--- config.mk ---
export PLATFORM = sky130hd
export DESIGN_NAME = program_loader
export DESIGN_NICKNAME = d
export VERILOG_FILES = /design/src/rtl/program_loader.sv
export SDC_FILE = /design/constraint.sdc
export NUM_CORES = 1
export LEC_CHECK = 0
export ABC_AREA = 1
export CAP_MARGIN = 20
export CORE_MARGIN = 1
export CORE_UTILIZATION = 30
export DETAILED_ROUTE_END_ITERATION = 12
export MAX_ROUTING_LAYER = met4
export PLACE_DENSITY = 0.51
export SYNTH_ARGS = -nofsm -noshare
export SYNTH_HDL_FRONTEND = slang
export SYNTH_SLANG_ARGS = --single-unit
export TNS_END_PERCENT = 1
--- constraint.sdc ---
create_clock -name clk -period 7.3 [get_ports clk]
set_input_delay 1.46 -clock clk [delete_from_list [all_inputs] [get_ports clk]]
set_output_delay 1.46 -clock clk [all_outputs]
set_load 0.01 [all_outputs]
--- src/rtl/program_loader.sv ---
`default_nettype none
// ============================================================================
// Module   : program_loader
// Brief    : Streams a big-endian program image (byte valid/ready) into the
//            unified instruction/data memory, holding the CPU until a load
//            finishes with a matching trailing XOR checksum byte.
// Revision : 1.0 - initial release
// ============================================================================
module program_loader #(
    parameter int COUNT_WIDTH = 16
) (
    input  logic                   clk,
    input  logic                   reset,
    input  logic                   start,
    input  logic [31:0]            base_addr,
    input  logic [COUNT_WIDTH-1:0] word_count,
    input  logic                   in_valid,
    input  logic [7:0]             in_data,
    output logic                   in_ready,
    output logic                   mem_wren,
    output logic [31:0]            mem_addr,
    output logic [31:0]            mem_data,
    output logic                   cpu_hold,
    output logic                   busy,
    output logic                   done,
    output logic                   error
);

    typedef enum logic [2:0] {
        S_IDLE  = 3'd0,
        S_RECV  = 3'd1,
        S_WRITE = 3'd2,
        S_CHECK = 3'd3,
        S_DONE  = 3'd4
    } state_t;

    state_t                 state_q, state_d;
    logic [31:0]            addr_q, addr_d;
    logic [31:0]            word_q, word_d;
    logic [COUNT_WIDTH-1:0] remain_q, remain_d;
    logic [7:0]             csum_q, csum_d;
    logic [1:0]             idx_q, idx_d;
    logic                   error_q, error_d;
    logic                   hold_q, hold_d;
    logic                   ready_q, ready_d;
    logic                   wren_q, wren_d;
    logic                   busy_q, busy_d;
    logic                   done_q, done_d;

    // Word addresses only: the two byte-offset bits of the base are dropped.
    logic [31:0] w_base_aligned;
    logic        w_accept;

    assign w_base_aligned = base_addr & 32'hFFFF_FFFC;
    // in_ready is itself a register, so the handshake sees exactly what the source sees.
    assign w_accept       = in_valid && ready_q;

    // Next-state and datapath updates; registered outputs follow the next state.
    always_comb begin
        state_d  = state_q;
        addr_d   = addr_q;
        word_d   = word_q;
        remain_d = remain_q;
        csum_d   = csum_q;
        idx_d    = idx_q;
        error_d  = error_q;
        hold_d   = hold_q;

        case (state_q)
            S_IDLE: begin
                if (start) begin
                    addr_d   = w_base_aligned;
                    remain_d = word_count;
                    csum_d   = 8'h00;
                    idx_d    = 2'd0;
                    error_d  = 1'b0;
                    hold_d   = 1'b1;
                    state_d  = (word_count == '0) ? S_CHECK : S_RECV;
                end
            end
            S_RECV: begin
                if (w_accept) begin
                    word_d = {word_q[23:0], in_data};
                    csum_d = csum_q ^ in_data;
                    idx_d  = idx_q + 2'd1;
                    if (idx_q == 2'd3) begin
                        state_d = S_WRITE;
                    end
                end
            end
            S_WRITE: begin
                addr_d   = addr_q + 32'd4;
                remain_d = remain_q - COUNT_WIDTH'(1);
                idx_d    = 2'd0;
                state_d  = (remain_q == COUNT_WIDTH'(1)) ? S_CHECK : S_RECV;
            end
            S_CHECK: begin
                if (w_accept) begin
                    error_d = (in_data != csum_q);
                    state_d = S_DONE;
                end
            end
            S_DONE: begin
                // Release the CPU only when the image checked out.
                hold_d  = error_q;
                state_d = S_IDLE;
            end
            default: begin
                state_d = S_IDLE;
            end
        endcase

        ready_d = (state_d == S_RECV) || (state_d == S_CHECK);
        wren_d  = (state_d == S_WRITE);
        busy_d  = (state_d != S_IDLE);
        done_d  = (state_d == S_DONE);
    end

    // State, datapath and output registers; reset aborts any session and keeps the CPU held.
    always_ff @(posedge clk or posedge reset) begin
        if (reset) begin
            state_q  <= S_IDLE;
            addr_q   <= 32'h0000_0000;
            word_q   <= 32'h0000_0000;
            remain_q <= '0;
            csum_q   <= 8'h00;
            idx_q    <= 2'd0;
            error_q  <= 1'b0;
            hold_q   <= 1'b1;
            ready_q  <= 1'b0;
            wren_q   <= 1'b0;
            busy_q   <= 1'b0;
            done_q   <= 1'b0;
        end else begin
            state_q  <= state_d;
            addr_q   <= addr_d;
            word_q   <= word_d;
            remain_q <= remain_d;
            csum_q   <= csum_d;
            idx_q    <= idx_d;
            error_q  <= error_d;
            hold_q   <= hold_d;
            ready_q  <= ready_d;
            wren_q   <= wren_d;
            busy_q   <= busy_d;
            done_q   <= done_d;
        end
    end

    assign in_ready = ready_q;
    assign mem_wren = wren_q;
    assign mem_addr = addr_q;
    assign mem_data = word_q;
    assign cpu_hold = hold_q;
    assign busy     = busy_q;
    assign done     = done_q;
    assign error    = error_q;

endmodule
`default_nettype wire

==> reports/summary.txt, run 1 <==
outcome = completed
Num CTS Buffers = 9
Main synth FF type = dfrtp_1
commonest non-fill, non-tap cell in the layout = nand2_1
H-tree lvl count = 3
Initial Utilization = 30.8%
largest net degree at the start of global routing = 71
Final Max Tran Viols = 0
placed insts = 1093
Fin Clk Skew = 0.00959 ns
Hold Path Class = flip-flop to flip-flop
worst r2r src = state_q[1]
Site Rows = 49
first-pass GRT wire length = 25800 um
Final Power = 2.90 mW
Post-synth ARST share = 100%
wire per inst = 14.4 um
vias in the first global route = 5038
synthesized cell area = 5550 um2
Slew Limit Headroom = 39.1%
sequential fraction of the synthesis area = 43.8%
DP HPWL = 11300 um
post-layout net count = 939
Final GP Congestion = 0.824
CTS sink count = 97
Power Dens Cells = 399 nW/um2
reg2reg path depth = 7
static leakage = 3.22 nW
CP Data Required Time = 7.54 ns
Synth Warn # = 0
number of vias in the routed layout = 5197
die area = 19000 um2
Hold Crit Depth = 2
worst skew pair latency = 0.35 ns
die height = 138 um
Min Hold Slack = 0.478 ns
Clock Pin Slew Worst Setup and Hold Paths = 0.07 ns
vias per cell = 4.68
crit path time final = 4.12 ns
gr usage total = 18.3%
hold_sp = cpu_hold
WP data arrival = 4.36 ns
Final ANT Viol Nets = 0
clk root buf = clkbuf_16
RSZ-0062 raised after global routing = no
Max-Cap Viols = 0
Layout Cells excl Fill = 1110
CTS Hold Bufs = 0
chip width = 138 um
setup TNS = 0 ns
post-CTS setup buffer count = 0
Mean Syn Cell Area = 7.28 um2
post-CTS sizing = 0
initial antenna violation count = 1
Least-Margin Pin Slew = 0.913 ns
Filler Cell Count = 1932
total length of routed wires = 16000 um
Crit. Startpoint = start
worst vdd rail ir drop = 0.179 mV
worst-path maximum fanout = 33
Layout Area Growth over Synthesis = 31.2%
Final Hold Viols = 0
Core Area = 18000 um2
final setup violation count = 0
most frequent cells in the layout = nand2_1 (227), clkdlybuf4s50_1 (125), nor2_1 (112), dfrtp_1 (96), nand3_1 (80)
IO Port Bufs = 125
Remaining Overflow, GRT = 0
count of cell types in the netlist = 39
DRC violation total after the first TritonRoute iteration = 300
final core occ = 40.4%
I/O Pins = 130
Final period util = 56.5%
CTS tree = yes
DRC = 0
Yosys reg bits = 97
Mapped Cells = 762
Peak Freq = 0.242 GHz
kind of critical path = input pin to flip-flop
CTS max path bufs = 2
drt pass-1 iters = 5
CP Launch Type = input pin
share of layout cells above drive strength 1 = 6.82%
Post-synth EDFFs = 0
crit end category = flip-flop
[metal layers]
| layer | up-vias | track usage, % | wire (um) |
|---|---|---|---|
| met5 | - | - | 0 |
| met4 | 0 | 5.56 | 184 |
| met3 | 12 | 4.35 | 1060 |
| met2 | 121 | 28.2 | 7000 |
| met1 | 2406 | 23.8 | 7750 |
| li1 | 2658 | - | - |
[metrics by stage]
step | setup WS (ns) | area, um2
2_1_floorplan | 3.31 | 5550
3_3_place_gp | 2.74 | 6950
3_5_place_dp | 2.75 | 6950
4_1_cts | 3.12 | 7270
5_1_grt | 2.93 | 7280
6_report | 3.18 | 7280
[state kept, by name (all words and copies together) (netlist names)]
signal	flops
busy	1
cpu_hold	1
csum_q	8
done	1
error	1
idx_q	2
in_ready	1
mem_addr	30
mem_data	32
mem_wren	1
remain_q	16
state_q	3
[area by class of cell]
class	instances	area, um2	share of cell area [%]
inverters	84	318	4.37
flip-flops and latches	97	2430	33.4
multi-input cells	557	2650	36.5
clock buffers	11	243	3.34
diodes	1	2.50	0.0344
repair buffers	126	1260	17.3
well taps	229	287	3.94
clock inverters	5	85.1	1.17
[power breakdown]
group | switching (mW) | internal [mW]
combinational | 0.708 | 0.613
sequential | 0.257 | 0.792
clock | 0.221 | 0.313
[worst max-delay path, cell delays in order]
cell and delay, ns:
clkdlybuf4s50_1 0.50, nand3_2 0.61, inv_2 0.82, nor2_4 0.28, inv_2 0.44, o22ai_1 0.12
inv_1 0.08, nand2_1 0.05
[cell usage after synthesis (3+ instances only)]
cell type    n  share of area [%]
o21ai_0     33                3.0
a21oi_2     18                2.8
o21ai_1      8               0.72
nor2_2       5               0.56
nor2_1     112                7.6
nor3_1      11               0.99
nand2_1    227                 15
inv_1       80                5.4
a21oi_1      3               0.27
buf_4        3               0.41
ha_1         4               0.90
dfrtp_1     96                 43
xnor2_1      4               0.63
o211ai_2     3               0.68
o211ai_1    11                1.5
mux2_2       4               0.81
buf_6        4               0.81
nand3_1     80                7.2
buf_2       13                1.2
xor2_1       6               0.95
nand3b_1     3               0.41
inv_2        4               0.27
clkbuf_1     5               0.34
nand4_1      4               0.45
nand2_2      3               0.34
[kinds of logic after synthesis]
kind of cell / count (synthesis) / synth area share (%)
compound gates: 87 / 10.4
flops: 97 / 43.8
other cells: 1 / 0.0676
mux: 4 / 0.812
xor+xnor: 10 / 1.58
fa+ha+maj: 4 / 0.903
simple gates: 450 / 34.0
buf+inv: 109 / 8.42
[final timing paths]
kind | end | slack (ns)
min in group asynchronous | mem_addr[27] | 1.51
max reg2reg | busy | 4.15
min reg2reg | cpu_hold | 0.48
max in group asynchronous | idx_q[1] | 4.64
max | remain_q[14] | 3.18
min | cpu_hold | 0.48
Power figures use the tool's default switching activity.
==> run 2: changes to the inputs <==
--- a/config.mk
+++ b/config.mk
@@ -11,7 +11,7 @@
 export CORE_UTILIZATION = 30
 export DETAILED_ROUTE_END_ITERATION = 12
 export MAX_ROUTING_LAYER = met4
-export PLACE_DENSITY = 0.51
+export PLACE_DENSITY = 0.53
 export SYNTH_ARGS = -nofsm -noshare
 export SYNTH_HDL_FRONTEND = slang
 export SYNTH_SLANG_ARGS = --single-unit
==> constraint.sdc (replaced) <==
create_clock -name clk -period 3.6 [get_ports clk]
set_input_delay 0.72 -clock clk [delete_from_list [all_inputs] [get_ports clk]]
set_output_delay 0.72 -clock clk [all_outputs]
set_load 0.01 [all_outputs]
==> reports/summary.txt, run 2 (synthesis gave the netlist of run 1 again) <==
clock power share = 16.2% (-2.2 points)
die area = 19000 um2 (unchanged)
worst vdd rail ir drop = 0.408 mV (+130%)
RSZ-0062 raised after global routing = no
R2R setup slack = 1.61 ns (-2.54 ns)
Peak Freq = 0.441 GHz
multi-input logic area = 2650 um2 (unchanged)
I/O Pins = 130 (unchanged)
post-CTS sizing = 0 (unchanged)
max reg flops = 32 (unchanged)
NetSw = 2.40 mW (+100%)
vias per cell = 4.69 (about the same)
reg2reg end = busy
initial antenna violation count = 1 (unchanged)
setup TNS = 0 ns (unchanged)
drt pass-1 iters = 6 (+1)
Final Max Tran Viols = 0 (unchanged)
WHS Endpoint = cpu_hold
worst skew pair latency = 0.35 ns (about the same)
worst-path maximum fanout = 23 (-30%)
most frequent cells in the layout = nand2_1 (227), clkdlybuf4s50_1 (125), nor2_1 (112), dfrtp_1 (96), nand3_1 (80)
CTS Hold Bufs = 0 (unchanged)
total length of routed wires = 15700 um (-1.7%)
Comb pwr share = 46.8% (+1.3 points)
clk root buf = clkbuf_16
Final period util = 62.9%
Final GP Congestion = 0.841 (+2.1%)
post-CTS setup buffer count = 0 (unchanged)
Final Power = 5.75 mW (+98%)
die height = 138 um (unchanged)
Pint = 3.35 mW (+95%)
Filler Cell Count = 1931 (-0.052%)
CTS sink count = 97 (unchanged)
first-pass GRT wire length = 25300 um (-2.0%)
wire per inst = 14.1 um (-2.1%)
DP HPWL = 11300 um (-0.38%)
CTS tree = yes
post-layout net count = 944 (+0.53%)
DRC = 0 (unchanged)
Hold Crit Depth = 2 (unchanged)
IO Port Bufs = 125 (unchanged)
Net Sw Frac = 41.7% (+0.81 points)
WP data arrival = 2.50 ns (-1.86 ns)
worst r2r src = state_q[1]
Hold Path Class = flip-flop to flip-flop
Num CTS Buffers = 9 (unchanged)
final setup violation count = 0 (unchanged)
reg2reg path depth = 7 (unchanged)
Layout Area Growth over Synthesis = 31.3% (about the same)
Slew Limit Headroom = 59.7% (+21 points)
chip width = 138 um (unchanged)
sequential fraction of design power = 37.0% (+0.9 points)
H-tree lvl count = 3 (unchanged)
static leakage = 3.23 nW (+0.31%)
Sequential Area = 2430 um2 (unchanged)
kind of critical path = input pin to flip-flop
share of layout cells above drive strength 1 = 7.46% (+0.64 points)
crit path time final = 2.27 ns
Final Hold Viols = 0 (unchanged)
Final ANT Viol Nets = 0 (unchanged)
gr usage total = 18.0% (-0.34 points)
outcome = completed
Remaining Overflow, GRT = 0 (unchanged)
commonest non-fill, non-tap cell in the layout = nand2_1
Initial Utilization = 30.8% (unchanged)
vias in the first global route = 4991 (-0.93%)
Fin Clk Skew = 0.00767 ns (-0.00193 ns)
CP Launch Type = input pin
crit end category = flip-flop
hold_sp = cpu_hold
Power Dens Cells = 790 nW/um2 (+98%)
Max-Cap Viols = 0 (unchanged)
Least-Margin Pin Slew = 0.602 ns (-0.310 ns)
number of vias in the routed layout = 5225 (+0.54%)
largest net degree at the start of global routing = 55 (-23%)
CTS max path bufs = 2 (unchanged)
Clock Pin Slew Worst Setup and Hold Paths = 0.07 ns (about the same)
Core Area = 18000 um2 (unchanged)
Site Rows = 49 (unchanged)
DRC violation total after the first TritonRoute iteration = 259 (-14%)
CP Data Required Time = 3.83 ns (-3.71 ns)
run 2: critical path, cell delays in order:
cell and delay (ns):
clkdlybuf4s50_1 0.45, nand3_2 0.11, inv_2 0.05, nor2_4 0.46
inv_2 0.34, a21oi_2 0.25, nand3_1 0.09
run 2: worst max-delay path by stage:
| stage | startpoint | end | cells past startpoint |
|---|---|---|---|
| final | start | busy | 7 |
| after global routing | start | busy | 7 |
| after CTS | start | busy | 7 |
| after detailed placement | start | busy | 7 |
| after global placement | start | busy | 7 |
| after floorplan | reset | busy | 1 |
run 2: layout make-up:
cell class,count,area share [%]
multi-input cells,557,36.4
flip-flops and latches,97,33.4
repair buffers,131,18.0
inverters,84,4.37
well taps,229,3.94
clock buffers,10,3.28
clock inverters,6,0.601
diodes,1,0.0344
run 2: power by group through the flow:
| stage | clock [mW] | sequential [mW] | combinational (mW) |
|---|---|---|---|
| floorplan | 0 | 2.18 | 1.46 |
| CTS | 0.966 | 2.13 | 2.72 |
| global placement | 0 | 2.14 | 2.69 |
| global route | 1.01 | 2.22 | 3.03 |
| finish | 0.933 | 2.13 | 2.69 |
| detailed placement | 0 | 2.13 | 2.72 |
run 2: metal layers:
metal  up-vias  global-route usage [%]  routed length, um
met5         -                       -                  0
met4         0                    4.05                163
met3        10                    5.15               1140
met2       127                    28.3               7010
met1      2427                    22.8               7420
li1       2661                       -                  -
run 2: stage by stage:
| step | setup slack (ns) | std cells | hold WS [ns] | util [%] | instance area (um2) |
|---|---|---|---|---|---|
| after detailed placement | 0.883 | 1098 | 0.476 | 38.8 | 7000 |
| after CTS | 1.27 | 1114 | 0.489 | 40.4 | 7280 |
| after global routing | 1.15 | 1115 | 0.510 | 40.4 | 7280 |
| after global placement | 0.919 | 1098 | 0.471 | 38.8 | 7000 |
| after floorplan | 0.348 | 763 | 0.485 | - | 5550 |
| final | 1.33 | 1115 | 0.485 | 40.4 | 7280 |
